--- src/rtl/melody_sequencer.sv ---
`default_nettype none
// ============================================================================
// Module   : melody_sequencer
// Brief    : Plays fixed game jingles from an internal ROM as a stream of
//            registered note divisors with beat timing and mute gating.
// Revision : 1.0 - initial release
// ============================================================================
module melody_sequencer #(
   parameter int CLK_HZ     = 100_000_000,
   parameter int BEAT_TICKS = 12_500_000,
   parameter int GAP_TICKS  = 1_250_000
) (
   input  logic        clk,
   input  logic        rst_n,
   input  logic        start,
   input  logic [1:0]  tune_sel,
   output logic [19:0] note_div,
   output logic        mute,
   output logic        busy,
   output logic        done
);

   localparam int CNT_W = $clog2(7 * BEAT_TICKS);
   localparam logic [CNT_W-1:0] c_one  = CNT_W'(1);
   localparam logic [CNT_W-1:0] c_beat = CNT_W'(BEAT_TICKS);
   localparam logic [CNT_W-1:0] c_gap  = CNT_W'(GAP_TICKS);

   // div = CLK_HZ/(2f) - 1, with f in millihertz so the table rounds like the reference
   localparam longint c_clk_x500 = longint'(CLK_HZ) * 500;
   localparam logic [19:0] c_div_a4 = 20'(c_clk_x500 / 440_000 - 1);
   localparam logic [19:0] c_div_c5 = 20'(c_clk_x500 / 523_251 - 1);
   localparam logic [19:0] c_div_e5 = 20'(c_clk_x500 / 659_255 - 1);
   localparam logic [19:0] c_div_g5 = 20'(c_clk_x500 / 783_991 - 1);
   localparam logic [19:0] c_div_c6 = 20'(c_clk_x500 / 1_046_502 - 1);

   typedef enum logic [1:0] {
      ST_IDLE = 2'd0,
      ST_PLAY = 2'd1,
      ST_GAP  = 2'd2
   } state_t;

   // Entry: {code[2:0], beats[2:0], last}
   function automatic logic [6:0] rom_entry(input logic [1:0] tune, input logic [1:0] idx);
      logic [6:0] e;
      case ({tune, idx})
         4'b00_00: e = {3'd4, 3'd1, 1'b0};
         4'b00_01: e = {3'd2, 3'd1, 1'b1};
         4'b01_00: e = {3'd2, 3'd2, 1'b0};
         4'b01_01: e = {3'd3, 3'd2, 1'b0};
         4'b01_10: e = {3'd4, 3'd2, 1'b0};
         4'b01_11: e = {3'd5, 3'd4, 1'b1};
         4'b10_00: e = {3'd4, 3'd2, 1'b0};
         4'b10_01: e = {3'd3, 3'd2, 1'b0};
         4'b10_10: e = {3'd2, 3'd4, 1'b1};
         4'b11_00: e = {3'd1, 3'd1, 1'b0};
         4'b11_01: e = {3'd0, 3'd1, 1'b0};
         4'b11_10: e = {3'd1, 3'd1, 1'b1};
         default:  e = {3'd0, 3'd1, 1'b1};
      endcase
      return e;
   endfunction

   function automatic logic [19:0] div_of(input logic [2:0] code);
      logic [19:0] d;
      case (code)
         3'd1:    d = c_div_a4;
         3'd2:    d = c_div_c5;
         3'd3:    d = c_div_e5;
         3'd4:    d = c_div_g5;
         3'd5:    d = c_div_c6;
         default: d = 20'd0;
      endcase
      return d;
   endfunction

   state_t           r_state, w_state_nxt;
   logic [1:0]       r_tune, w_tune_nxt;
   logic [1:0]       r_idx, w_idx_nxt;
   logic [2:0]       r_beats, w_beats_nxt;
   logic             r_last, w_last_nxt;
   logic [CNT_W-1:0] r_count, w_count_nxt;
   logic [19:0]      w_div_nxt;
   logic             w_mute_nxt, w_busy_nxt, w_done_nxt;

   logic [1:0]       w_entry_tune, w_entry_idx;
   logic [6:0]       w_entry;
   logic [CNT_W-1:0] w_limit, w_gap_at, w_count_inc;
   logic             w_end, w_load;

   // A start always selects entry 0 of the new tune; otherwise look ahead one entry
   assign w_entry_tune = start ? tune_sel : r_tune;
   assign w_entry_idx  = start ? 2'd0 : r_idx + 2'd1;
   assign w_entry      = rom_entry(w_entry_tune, w_entry_idx);

   assign w_limit     = CNT_W'(r_beats) * c_beat;
   assign w_gap_at    = w_limit - c_gap;
   assign w_count_inc = r_count + c_one;
   assign w_end       = (r_count == w_limit - c_one);

   always_comb begin
      w_state_nxt = r_state;
      w_tune_nxt  = r_tune;
      w_idx_nxt   = r_idx;
      w_beats_nxt = r_beats;
      w_last_nxt  = r_last;
      w_count_nxt = r_count;
      w_div_nxt   = note_div;
      w_mute_nxt  = mute;
      w_busy_nxt  = busy;
      w_done_nxt  = 1'b0;
      w_load      = 1'b0;

      if (start) begin
         w_load = 1'b1;
      end else begin
         case (r_state)
            ST_PLAY, ST_GAP: begin
               if (w_end) begin
                  if (r_last) begin
                     w_state_nxt = ST_IDLE;
                     w_idx_nxt   = 2'd0;
                     w_count_nxt = '0;
                     w_div_nxt   = 20'd0;
                     w_mute_nxt  = 1'b1;
                     w_busy_nxt  = 1'b0;
                     w_done_nxt  = 1'b1;
                  end else begin
                     w_load = 1'b1;
                  end
               end else begin
                  w_count_nxt = w_count_inc;
                  if (r_state == ST_PLAY && w_count_inc == w_gap_at) begin
                     w_mute_nxt  = 1'b1;
                     w_state_nxt = ST_GAP;
                  end
               end
            end
            default: ;
         endcase
      end

      if (w_load) begin
         w_state_nxt = ST_PLAY;
         w_tune_nxt  = w_entry_tune;
         w_idx_nxt   = w_entry_idx;
         w_beats_nxt = w_entry[3:1];
         w_last_nxt  = w_entry[0];
         w_count_nxt = '0;
         w_div_nxt   = div_of(w_entry[6:4]);
         w_mute_nxt  = (w_entry[6:4] == 3'd0);
         w_busy_nxt  = 1'b1;
      end
   end

   always_ff @(posedge clk or negedge rst_n) begin
      if (!rst_n) begin
         r_state  <= ST_IDLE;
         r_tune   <= 2'd0;
         r_idx    <= 2'd0;
         r_beats  <= 3'd0;
         r_last   <= 1'b0;
         r_count  <= '0;
         note_div <= 20'd0;
         mute     <= 1'b1;
         busy     <= 1'b0;
         done     <= 1'b0;
      end else begin
         r_state  <= w_state_nxt;
         r_tune   <= w_tune_nxt;
         r_idx    <= w_idx_nxt;
         r_beats  <= w_beats_nxt;
         r_last   <= w_last_nxt;
         r_count  <= w_count_nxt;
         note_div <= w_div_nxt;
         mute     <= w_mute_nxt;
         busy     <= w_busy_nxt;
         done     <= w_done_nxt;
      end
   end

endmodule
`default_nettype wire
--- config.mk ---
export PLATFORM = sky130hd
export DESIGN_NAME = melody_sequencer
export DESIGN_NICKNAME = d
export VERILOG_FILES = /design/src/rtl/melody_sequencer.sv
export SDC_FILE = /design/constraint.sdc
export NUM_CORES = 1
export LEC_CHECK = 0
export ABC_AREA = 1
export ABC_CLOCK_PERIOD_IN_PS = 4500
export CORE_MARGIN = 4
export CORE_UTILIZATION = 40
export CTS_CLUSTER_DIAMETER = 50
export DETAILED_ROUTE_END_ITERATION = 6
export HOLD_SLACK_MARGIN = 0.05
export PLACE_DENSITY = 0.59
export SLEW_MARGIN = 10
export SYNTH_ARGS = -nofsm -noshare
export SYNTH_HDL_FRONTEND = slang
export SYNTH_SLANG_ARGS = --single-unit
--- constraint.sdc ---
create_clock -name clk -period 4.5 [get_ports clk]
set_input_delay 0.45 -clock clk [delete_from_list [all_inputs] [get_ports clk]]
set_output_delay 0.45 -clock clk [all_outputs]
set_load 0.1 [all_outputs]
==> results.json, run 1 <==
{
  "synth_warnings": 0,
  "setup-tns-final_ps": 0,
  "power_consumption_uw": 2840,
  "sequential_cell_area_sq_um": 1280,
  "syn-instance-count": 985,
  "critical_path_required_ps": 4740,
  "layout-drive-gt1-share": 0.0851,
  "drt-total-wl_um": 17900,
  "outcome": "completed",
  "weighted_congestion_at_the_end_of_routability_driven_global_placement": 1.01,
  "worstMarginPinSlew_ps": 976,
  "hold_buffers": 0,
  "routed-via-count": 6017,
  "area_growth_pct": 8.86,
  "critPathArrivalTime_ps": 4350,
  "nNetsFinal": 1028,
  "rsz0062_at_grt": "no",
  "worst_ir_drop_on_vdd_v": 0.000275,
  "num-fill-cells": 1512,
  "timing.setup.critical_path_class": "flop to flop",
  "drv.max_cap_violation_count": 0,
  "synth_seq_cells": 51,
  "antenna_violations_before_repair": 0,
  "synth.cell_area_sq_um": 5850,
  "number_of_drc_violations_after_detailed_routing": 0,
  "postSynth.topFlopCell": "sky130_fd_sc_hd__dfrtp_1",
  "detail_route.wl_per_cell_um": 15.2,
  "leakage_uw": 0.00322,
  "design.core.area_sq_um": 14100,
  "grt_overflow_total": 0,
  "max-clock-path-buffers": 2,
  "multiInputGateArea_sq_um": 3920,
  "drt_first_iter_violations": 407,
  "clk-insertion-delay-late_ps": 300,
  "post_synth_edffs": 0,
  "routed_via_density": 5.10,
  "grt_start_max_net_pins": 52,
  "die_area_sq_um": 16600,
  "slew-limit-headroom": 0.347,
  "finalClockSkew_ps": 8.36,
  "cell_at_the_root_of_the_clock_tree": "sky130_fd_sc_hd__clkbuf_16",
  "cts.reportedPaths.clkPinSlew_ps": 80,
  "floorplan.die.height_um": 129,
  "setup.worst_path.start_class": "flop",
  "avgSynthCellArea_sq_um": 5.94,
  "path_max_fanout": 18,
  "p_per_area_nw_per_um2": 446,
  "core.rowCount": 43,
  "timing.final.crit_share": 0.912,
  "ys_seq_area_frac": 0.218,
  "number_of_clock_sinks": 51,
  "finalMaxSlewViolations": 0,
  "cts-buffers-inserted": 5,
  "async_reset_ff_frac": 1.00,
  "end_kind": "flop",
  "hp-class": "input port to asynchronous set/reset pin",
  "ys_types": 39,
  "diodes": 0,
  "io_buffers": 24,
  "floorplan.die.width_um": 129,
  "final.min_clock_period_ps": 4100,
  "setup_viol": 0,
  "global_route.usage.total": 0.223,
  "initial_utilization": 0.415,
  "final-hold-violation-count": 0,
  "grt_first_pass_wirelength_um": 29500,
  "number_of_placed_i_o_pins": 28,
  "cts_tree": "yes",
  "detailedRoute.firstPassIterationCount": 5,
  "grt_pass1_vias": 5677,
  "timing.fmax_mhz": 244,
  "cts_h_tree_lvls": 2,
  "dp_hpwl_um": 14700,
  "drtAntennaViolNets": 0
}
## synth_stat cells, types with 9 or more instances
cell	n	share of area
sky130_fd_sc_hd__nor2_1	112	0.072
sky130_fd_sc_hd__nand4_1	18	0.019
sky130_fd_sc_hd__nor3_1	31	0.027
sky130_fd_sc_hd__nand2_1	342	0.22
sky130_fd_sc_hd__ha_1	22	0.047
sky130_fd_sc_hd__o21ai_1	11	0.0094
sky130_fd_sc_hd__clkbuf_1	9	0.0058
sky130_fd_sc_hd__xor2_1	27	0.040
sky130_fd_sc_hd__a21oi_1	13	0.011
sky130_fd_sc_hd__o21ai_0	19	0.016
sky130_fd_sc_hd__buf_4	10	0.013
sky130_fd_sc_hd__nand3_1	107	0.092
sky130_fd_sc_hd__nand3_2	14	0.024
sky130_fd_sc_hd__buf_2	9	0.0077
sky130_fd_sc_hd__inv_2	11	0.0071
sky130_fd_sc_hd__xnor2_1	13	0.019
sky130_fd_sc_hd__dfrtp_1	50	0.21
sky130_fd_sc_hd__inv_1	111	0.071
sky130_fd_sc_hd__nand2_2	17	0.018
## flip-flops by register name, summed over array words and instances (netlist names)
register,cells
mute,1
r_count,27
r_beats,3
r_idx,2
r_last,1
done,1
busy,1
r_state,2
r_tune,2
note_div,11
## placed cells by master, fill, tap and decap left out, types with 2 or more instances in the layout
cell type,instances
sky130_fd_sc_hd__nand2_1,342
sky130_fd_sc_hd__nor2_1,112
sky130_fd_sc_hd__inv_1,110
sky130_fd_sc_hd__nand3_1,107
sky130_fd_sc_hd__dfrtp_1,49
sky130_fd_sc_hd__nor3_1,31
sky130_fd_sc_hd__xor2_1,27
sky130_fd_sc_hd__clkdlybuf4s50_1,23
sky130_fd_sc_hd__ha_1,21
sky130_fd_sc_hd__o21ai_0,19
sky130_fd_sc_hd__nand4_1,18
sky130_fd_sc_hd__nand2_2,17
sky130_fd_sc_hd__nand3_2,14
sky130_fd_sc_hd__a21oi_1,13
sky130_fd_sc_hd__xnor2_1,13
sky130_fd_sc_hd__inv_2,12
sky130_fd_sc_hd__buf_4,12
sky130_fd_sc_hd__o21ai_1,11
sky130_fd_sc_hd__nor3b_1,5
sky130_fd_sc_hd__clkbuf_16,5
sky130_fd_sc_hd__nor2_4,4
sky130_fd_sc_hd__nor2_2,4
sky130_fd_sc_hd__or2_2,3
sky130_fd_sc_hd__conb_1,3
sky130_fd_sc_hd__nand3_4,2
sky130_fd_sc_hd__o22ai_1,2
sky130_fd_sc_hd__fa_1,2
## path summary, 6_finish.rpt
path | startpoint | endpoint | cells past startpoint | slack [ps]
max in group asynchronous | rst_n | r_beats[1] | 2 | 3730
worst max register to register | r_beats[1] | mute | 22 | 400
worst max-delay path | r_beats[1] | mute | 22 | 400
worst min register to register | note_div[10] | note_div[10] | 2 | 490
worst min-delay path | rst_n | r_count[23] | 2 | 250
min in group clk | note_div[10] | note_div[10] | 2 | 490
## report_power, final
group	internal (uW)	switching, uW
combinational	547	1360
sequential	500	35.9
clock	211	187
total	1260	1580
## per-layer routing
metal  GRT usage  routed length, um  up-vias
met3      0.0399                742       35
li1            -                  -     3120
met2       0.349               8050      141
met1       0.310               8520     2721
met4      0.0791                604        0
met5           0                  0        -
## critical path: stages (launching register included)
cell	delay [ps]
sky130_fd_sc_hd__dfrtp_2	480
sky130_fd_sc_hd__fa_1	580
sky130_fd_sc_hd__ha_2	240
sky130_fd_sc_hd__inv_1	80
sky130_fd_sc_hd__fa_2	570
sky130_fd_sc_hd__nand3_1	130
sky130_fd_sc_hd__inv_1	90
sky130_fd_sc_hd__nand3_1	100
sky130_fd_sc_hd__inv_1	100
sky130_fd_sc_hd__nand3_1	140
sky130_fd_sc_hd__nor2_1	250
sky130_fd_sc_hd__nand3_1	110
sky130_fd_sc_hd__nand2_1	130
sky130_fd_sc_hd__a21oi_1	60
sky130_fd_sc_hd__nand2_1	70
sky130_fd_sc_hd__nor2_1	40
sky130_fd_sc_hd__nand3_1	120
sky130_fd_sc_hd__nand2_2	120
sky130_fd_sc_hd__buf_4	190
sky130_fd_sc_hd__inv_2	240
sky130_fd_sc_hd__nand2_1	90
sky130_fd_sc_hd__nand2_1	60
sky130_fd_sc_hd__nand2_1	50
## layout make-up
type,count,area share
well taps,180,0.0354
clock buffers,5,0.0197
repair buffers,36,0.0511
multi-input cells,781,0.616
inverters,123,0.0725
flip-flops and latches,51,0.201
clock inverters,3,0.00432
## cells by family (layout without fill, tap and decap cells)
group,count (synthesis),count (layout),share of synthesized area
compound gates,50,50,0.0462
fa+ha+maj,25,25,0.0573
buf+inv,155,167,0.113
xor+xnor,40,40,0.0599
other cells,1,3,0.000641
simple gates,663,663,0.505
flops,51,51,0.218
## through the flow
stage                     utilization  setup slack (ps)  hold WS (ps)  cells  instance area (sq um)
after floorplan                     -               925           154    987                   5860
after global placement          0.440               341           472   1171                   6210
after detailed placement        0.440               300           476   1171                   6210
after CTS                       0.451               271           285   1179                   6360
after global routing            0.452              70.9           313   1179                   6370
final                           0.452               397           249   1179                   6370
## timing repair
| action | in CTS | in global routing |
|---|---|---|
| setup buffers | 0 | 0 |
| gates resized for setup | 0 | 4 |
| endpoints found under the setup margin | 0 | 42 |
(Power assumes the default switching activity.)
==> run 2: changes to the inputs <==
- CTS_CLUSTER_SIZE: not set -> 10
- SLEW_MARGIN: 10 -> 40
==> results.json, run 2 (synthesized netlist as in run 1, its figures left out) <==
{
  "routed-via-count": 6090,
  "cts.reportedPaths.clkPinSlew_ps": 70,
  "critical_path_required_ps": 4680,
  "hold_buffers": 0,
  "top_library_cells_by_usage_in_the_layout_fill_and_taps_aside": "342 x sky130_fd_sc_hd__nand2_1, 112 x sky130_fd_sc_hd__nor2_1, 110 x sky130_fd_sc_hd__inv_1, 107 x sky130_fd_sc_hd__nand3_1, 49 x sky130_fd_sc_hd__dfrtp_1",
  "grt_start_max_net_pins": 52,
  "number_of_clock_sinks": 51,
  "grt_first_pass_wirelength_um": 29400,
  "floorplan.die.height_um": 129,
  "critPathArrivalTime_ps": 4260,
  "io_buffers": 24,
  "setup.worst_path.start_class": "flop",
  "timing.setup.critical_path_class": "flop to flop",
  "reg2reg_to": "r_state[0]",
  "slew-limit-headroom": 0.548,
  "number_of_drc_violations_after_detailed_routing": 0,
  "number_of_placed_i_o_pins": 28,
  "setup_viol": 0,
  "drv.max_cap_violation_count": 0,
  "largest_register_ffs": 27,
  "area_growth_pct": 7.14,
  "die_area_sq_um": 16600,
  "timing.fmax_mhz": 245,
  "floorplan.die.width_um": 129,
  "finalMaxSlewViolations": 0,
  "global_route.usage.total": 0.220,
  "worst_ir_drop_on_vdd_v": 0.000278,
  "clk-insertion-delay-late_ps": 300,
  "core.rowCount": 43,
  "layout-drive-gt1-share": 0.104,
  "drt-total-wl_um": 17900,
  "worstMarginPinSlew_ps": 678,
  "design.core.area_sq_um": 14100,
  "finish.instance_area_sq_um": 6270,
  "diodes": 0,
  "critical_path.max_stage_delay_ps": 590,
  "crit_path_frequent_cell": "sky130_fd_sc_hd__nand3_1",
  "path_max_fanout": 18,
  "max-clock-path-buffers": 2,
  "worst-r2r-setup-slack_ps": 420,
  "end_kind": "flop",
  "outcome": "completed",
  "final-hold-violation-count": 0,
  "critical_path.slowest_cell": "sky130_fd_sc_hd__fa_1",
  "mostFrequentLayoutCell": "sky130_fd_sc_hd__nand2_1",
  "routed_via_density": 5.17,
  "power_consumption_uw": 2800,
  "finalClockSkew_ps": 8.17,
  "antenna_violations_before_repair": 0,
  "layout.core_utilization": 0.445,
  "cts.repair_timing.setup_buffer_count": 0,
  "cts-buffers-inserted": 5,
  "cts_tree": "yes",
  "path_buf_inv": 6,
  "setup-tns-final_ps": 0,
  "category_of_cells_accounting_for_the_largest_share_of_critical_path_delay": "simple AND/OR/NAND/NOR gates",
  "grt_overflow_total": 0,
  "worst_r2r_startpoint": "r_beats[1]",
  "hp-class": "input port to asynchronous set/reset pin",
  "dp_hpwl_um": 14600,
  "final.min_clock_period_ps": 4080,
  "top_registers": "r_count x27, note_div x11, r_beats x3",
  "detailedRoute.firstPassIterationCount": 5,
  "cell_at_the_root_of_the_clock_tree": "sky130_fd_sc_hd__clkbuf_16",
  "registers.top_by_ff_count": "r_count",
  "crit_chain": "fa_1 -> ha_2 -> inv_1 -> fa_1 -> inv_2 -> nand2_1 -> nand3_1 -> inv_1 -> nand3_1 -> inv_1 -> nand3_1 -> nor2_1 -> nand3_1 -> nand2_1 -> a21oi_1 -> nand2_1 -> nor2_1 -> nand3_1 -> nand2_2 -> buf_4 -> inv_4 -> nand3_1 -> nand2_1",
  "initial_utilization": 0.415,
  "rsz0062_at_grt": "no",
  "p_per_area_nw_per_um2": 446,
  "r2r_cells": 23,
  "nNetsFinal": 1028,
  "detail_route.wl_per_cell_um": 15.2,
  "timing.final.crit_share": 0.907,
  "weighted_congestion_at_the_end_of_routability_driven_global_placement": 1.01,
  "drt_first_iter_violations": 598,
  "leakage_uw": 0.00324,
  "drtAntennaViolNets": 0,
  "place_area_sq_um": 6110,
  "cts_h_tree_lvls": 2,
  "grt_pass1_vias": 5636
}
-- run 2: cell types whose count changed in the layout (fill, tap and decap cells not counted), sizes merged --
cell | previous run | this run
buf | 13 | 33
clkdlybuf4s50 | 23 | 3
-- run 2: how the worst max path moves through the flow --
stage	startpoint	end	slack, ps	cells after the start
finish	r_beats[1]	r_state[0]	420	23
global route	r_beats[1]	r_beats[2]	30	25
CTS	r_beats[1]	note_div[6]	260	23
detailed placement	r_beats[1]	mute	290	23
global placement	r_beats[1]	mute	340	22
floorplan	r_beats[0]	r_count[20]	930	24
-- run 2: timing repair --
action | in CTS | in global routing
endpoints found under the setup margin | 0 | 42
endpoints found under the hold margin | 0 | 0
resized for setup | 0 | 5
-- run 2: cell type report --
type,count,area [sq um]
inverter,123,464
multi-input combinational,781,3920
timing repair buffer,36,225
sequential,51,1280
tap,180,225
clock buffer,5,125
clock inverter,3,27.5
fill,1514,7830
-- run 2: report_power, final --
part / switching (uW) / leakage, uW / internal (uW)
clock network: 185 / 0.0000719 / 211
logic: 1350 / 0.00249 / 512
registers: 34.6 / 0.000676 / 500
-- run 2: metrics by stage --
stage / std cells / setup slack, ps / hold slack, ps
after floorplan: 987 / 925 / 154
after global placement: 1171 / 341 / 472
after detailed placement: 1171 / 289 / 458
after CTS: 1179 / 257 / 296
after global routing: 1179 / 34.7 / 318
final: 1179 / 420 / 259
-- run 2: worst reg2reg max path: cells and delay by family (launching register included) --
kind | cells | cell delay (ps)
simple gates | 13 | 1380
compound gates | 1 | 140
buf+inv | 6 | 660
fa+ha+maj | 3 | 1280
flops | 1 | 480
-- run 2: routing by layer --
metal / GRT usage / routed length [um] / vias up
met5: 0 / 0 / -
met4: 0.0655 / 496 / 0
met3: 0.0257 / 843 / 36
met2: 0.355 / 8160 / 185
met1: 0.310 / 8410 / 2747
li1: - / - / 3122
==> run 3: changes to the inputs <==
- ABC_CLOCK_PERIOD_IN_PS: 4500 -> 4900
- GPL_ROUTABILITY_DRIVEN: not set -> 0
- clock period: 4.5 -> 4.9 ns (I/O delays scaled with it)
==> results.json, run 3 (synthesized netlist as in run 1, its figures left out) <==
{
  "detail_route.wl_per_cell_um": 15.1,
  "critPathArrivalTime_ps": 4570,
  "cts_resized": 0,
  "design.core.area_sq_um": 14100,
  "internal-power_uw": 1120,
  "grt_first_pass_wirelength_um": 29700,
  "timing.final.crit_share": 0.884,
  "leakage_uw": 0.00323,
  "antenna_violations_before_repair": 0,
  "grt_start_max_net_pins": 52,
  "drtAntennaViolNets": 0,
  "hold_buffers": 0,
  "final.min_clock_period_ps": 4330,
  "worst_ir_drop_on_vdd_v": 0.000252,
  "cell_at_the_root_of_the_clock_tree": "sky130_fd_sc_hd__clkbuf_16",
  "number_of_placed_i_o_pins": 28,
  "largest_register_ffs": 27,
  "mostFrequentLayoutCell": "sky130_fd_sc_hd__nand2_1",
  "detailedRoute.firstPassIterationCount": 5,
  "combinationalPowerShare": 0.662,
  "worstMarginPinSlew_ps": 690,
  "cts.repair_timing.setup_buffer_count": 0,
  "timing.fmax_mhz": 231,
  "top_registers": "r_count x27, note_div x11, r_beats x3",
  "worst_r2r_startpoint": "r_beats[0]",
  "diodes": 0,
  "initial_utilization": 0.415,
  "reg2reg_to": "r_count[14]",
  "finalClockSkew_ps": 12.9,
  "dp_hpwl_um": 14300,
  "global_route.usage.total": 0.222,
  "setup.worst_path.start_class": "flop",
  "die_area_sq_um": 16600,
  "area_growth_pct": 6.40,
  "p_per_area_nw_per_um2": 411,
  "clk-insertion-delay-late_ps": 290,
  "grt_overflow_total": 0,
  "floorplan.die.width_um": 129,
  "setup_viol": 0,
  "io_buffers": 24,
  "path_max_fanout": 23,
  "floorplan.die.height_um": 129,
  "r2r_cells": 21,
  "end_kind": "flop",
  "final-hold-violation-count": 0,
  "layout-drive-gt1-share": 0.0966,
  "cts.reportedPaths.clkPinSlew_ps": 70,
  "number_of_drc_violations_after_detailed_routing": 0,
  "number_of_clock_sinks": 51,
  "critical_path_required_ps": 5140,
  "hp-class": "input port to asynchronous set/reset pin",
  "nNetsFinal": 1023,
  "core.rowCount": 43,
  "power_switching_uw": 1440,
  "drt-total-wl_um": 17700,
  "place_area_sq_um": 6070,
  "cts_h_tree_lvls": 2,
  "cts-buffers-inserted": 5,
  "max-clock-path-buffers": 2,
  "cts_tree": "yes",
  "power.share.sequential": 0.194,
  "slew-limit-headroom": 0.540,
  "finish.instance_area_sq_um": 6220,
  "routed_via_density": 5.11,
  "outcome": "completed",
  "setup-tns-final_ps": 0,
  "power.clock.fraction": 0.144,
  "finalMaxSlewViolations": 0,
  "worst-r2r-setup-slack_ps": 570,
  "switching_share": 0.562,
  "rsz0062_at_grt": "no",
  "drv.max_cap_violation_count": 0,
  "drt_first_iter_violations": 512,
  "top_library_cells_by_usage_in_the_layout_fill_and_taps_aside": "342 x sky130_fd_sc_hd__nand2_1, 112 x sky130_fd_sc_hd__nor2_1, 111 x sky130_fd_sc_hd__inv_1, 107 x sky130_fd_sc_hd__nand3_1, 50 x sky130_fd_sc_hd__dfrtp_1",
  "grt_pass1_vias": 5702,
  "registers.top_by_ff_count": "r_count",
  "routed-via-count": 6003,
  "timing.setup.critical_path_class": "flop to flop"
}
[run 3: worst max path at each step]
stage	from	endpoint	slack, ps
floorplan	r_beats[0]	r_count[20]	1330
global route	r_beats[0]	r_count[26]	210
finish	r_beats[0]	r_count[14]	570
detailed placement	r_beats[0]	note_div[11]	630
CTS	r_beats[0]	note_div[11]	620
global placement	r_beats[0]	r_count[26]	650
[run 3: layer usage]
metal | GRT usage | up-vias | wire length, um
met5 | 0 | - | 0
met4 | 0.0457 | 0 | 309
met3 | 0.0187 | 26 | 686
met2 | 0.383 | 174 | 8400
met1 | 0.305 | 2683 | 8290
li1 | - | 3120 | -
[run 3: area by class of cell]
type,count,area [sq um]
repair buffers,31,188
clock buffers,6,139
multi-input cells,781,3920
flip-flops and latches,51,1280
well taps,180,225
inverters,123,462
clock inverters,2,13.8
fillers,1531,7870
[run 3: stage by stage]
stage	setup WS, ps	total power (uW)	instances	hold WS, ps	util
after floorplan	1330	1860	987	194	-
after global placement	648	2220	1166	463	0.438
after detailed placement	635	2180	1166	458	0.431
after CTS	617	2560	1174	346	0.442
after global routing	208	2790	1174	367	0.442
final	570	2560	1174	316	0.442
[run 3: critical path: stages, from the launching register on]
cell,delay [ps]
sky130_fd_sc_hd__dfrtp_1,530
sky130_fd_sc_hd__fa_1,650
sky130_fd_sc_hd__ha_1,240
sky130_fd_sc_hd__inv_1,90
sky130_fd_sc_hd__fa_1,600
sky130_fd_sc_hd__nand3_1,150
sky130_fd_sc_hd__inv_1,90
sky130_fd_sc_hd__nand3_1,110
sky130_fd_sc_hd__inv_1,100
sky130_fd_sc_hd__nand3_1,120
sky130_fd_sc_hd__nor2_1,250
sky130_fd_sc_hd__nand3_1,100
sky130_fd_sc_hd__nand2_1,130
sky130_fd_sc_hd__a21oi_1,60
sky130_fd_sc_hd__nand2_1,70
sky130_fd_sc_hd__nor2_1,40
sky130_fd_sc_hd__nand3_1,160
sky130_fd_sc_hd__nand2_2,170
sky130_fd_sc_hd__nand2_2,100
sky130_fd_sc_hd__buf_4,300
sky130_fd_sc_hd__nand3_1,120
sky130_fd_sc_hd__nand2_1,70
[run 3: power by group through the flow]
stage          Combinational (uW)  Clock (uW)  Sequential [uW]
3_3_place_gp                 1710           0              503
5_1_grt                      1890         397              501
4_1_cts                      1690         379              494
2_1_floorplan                1190           0              664
6_report                     1690         368              495
3_5_place_dp                 1680           0              502
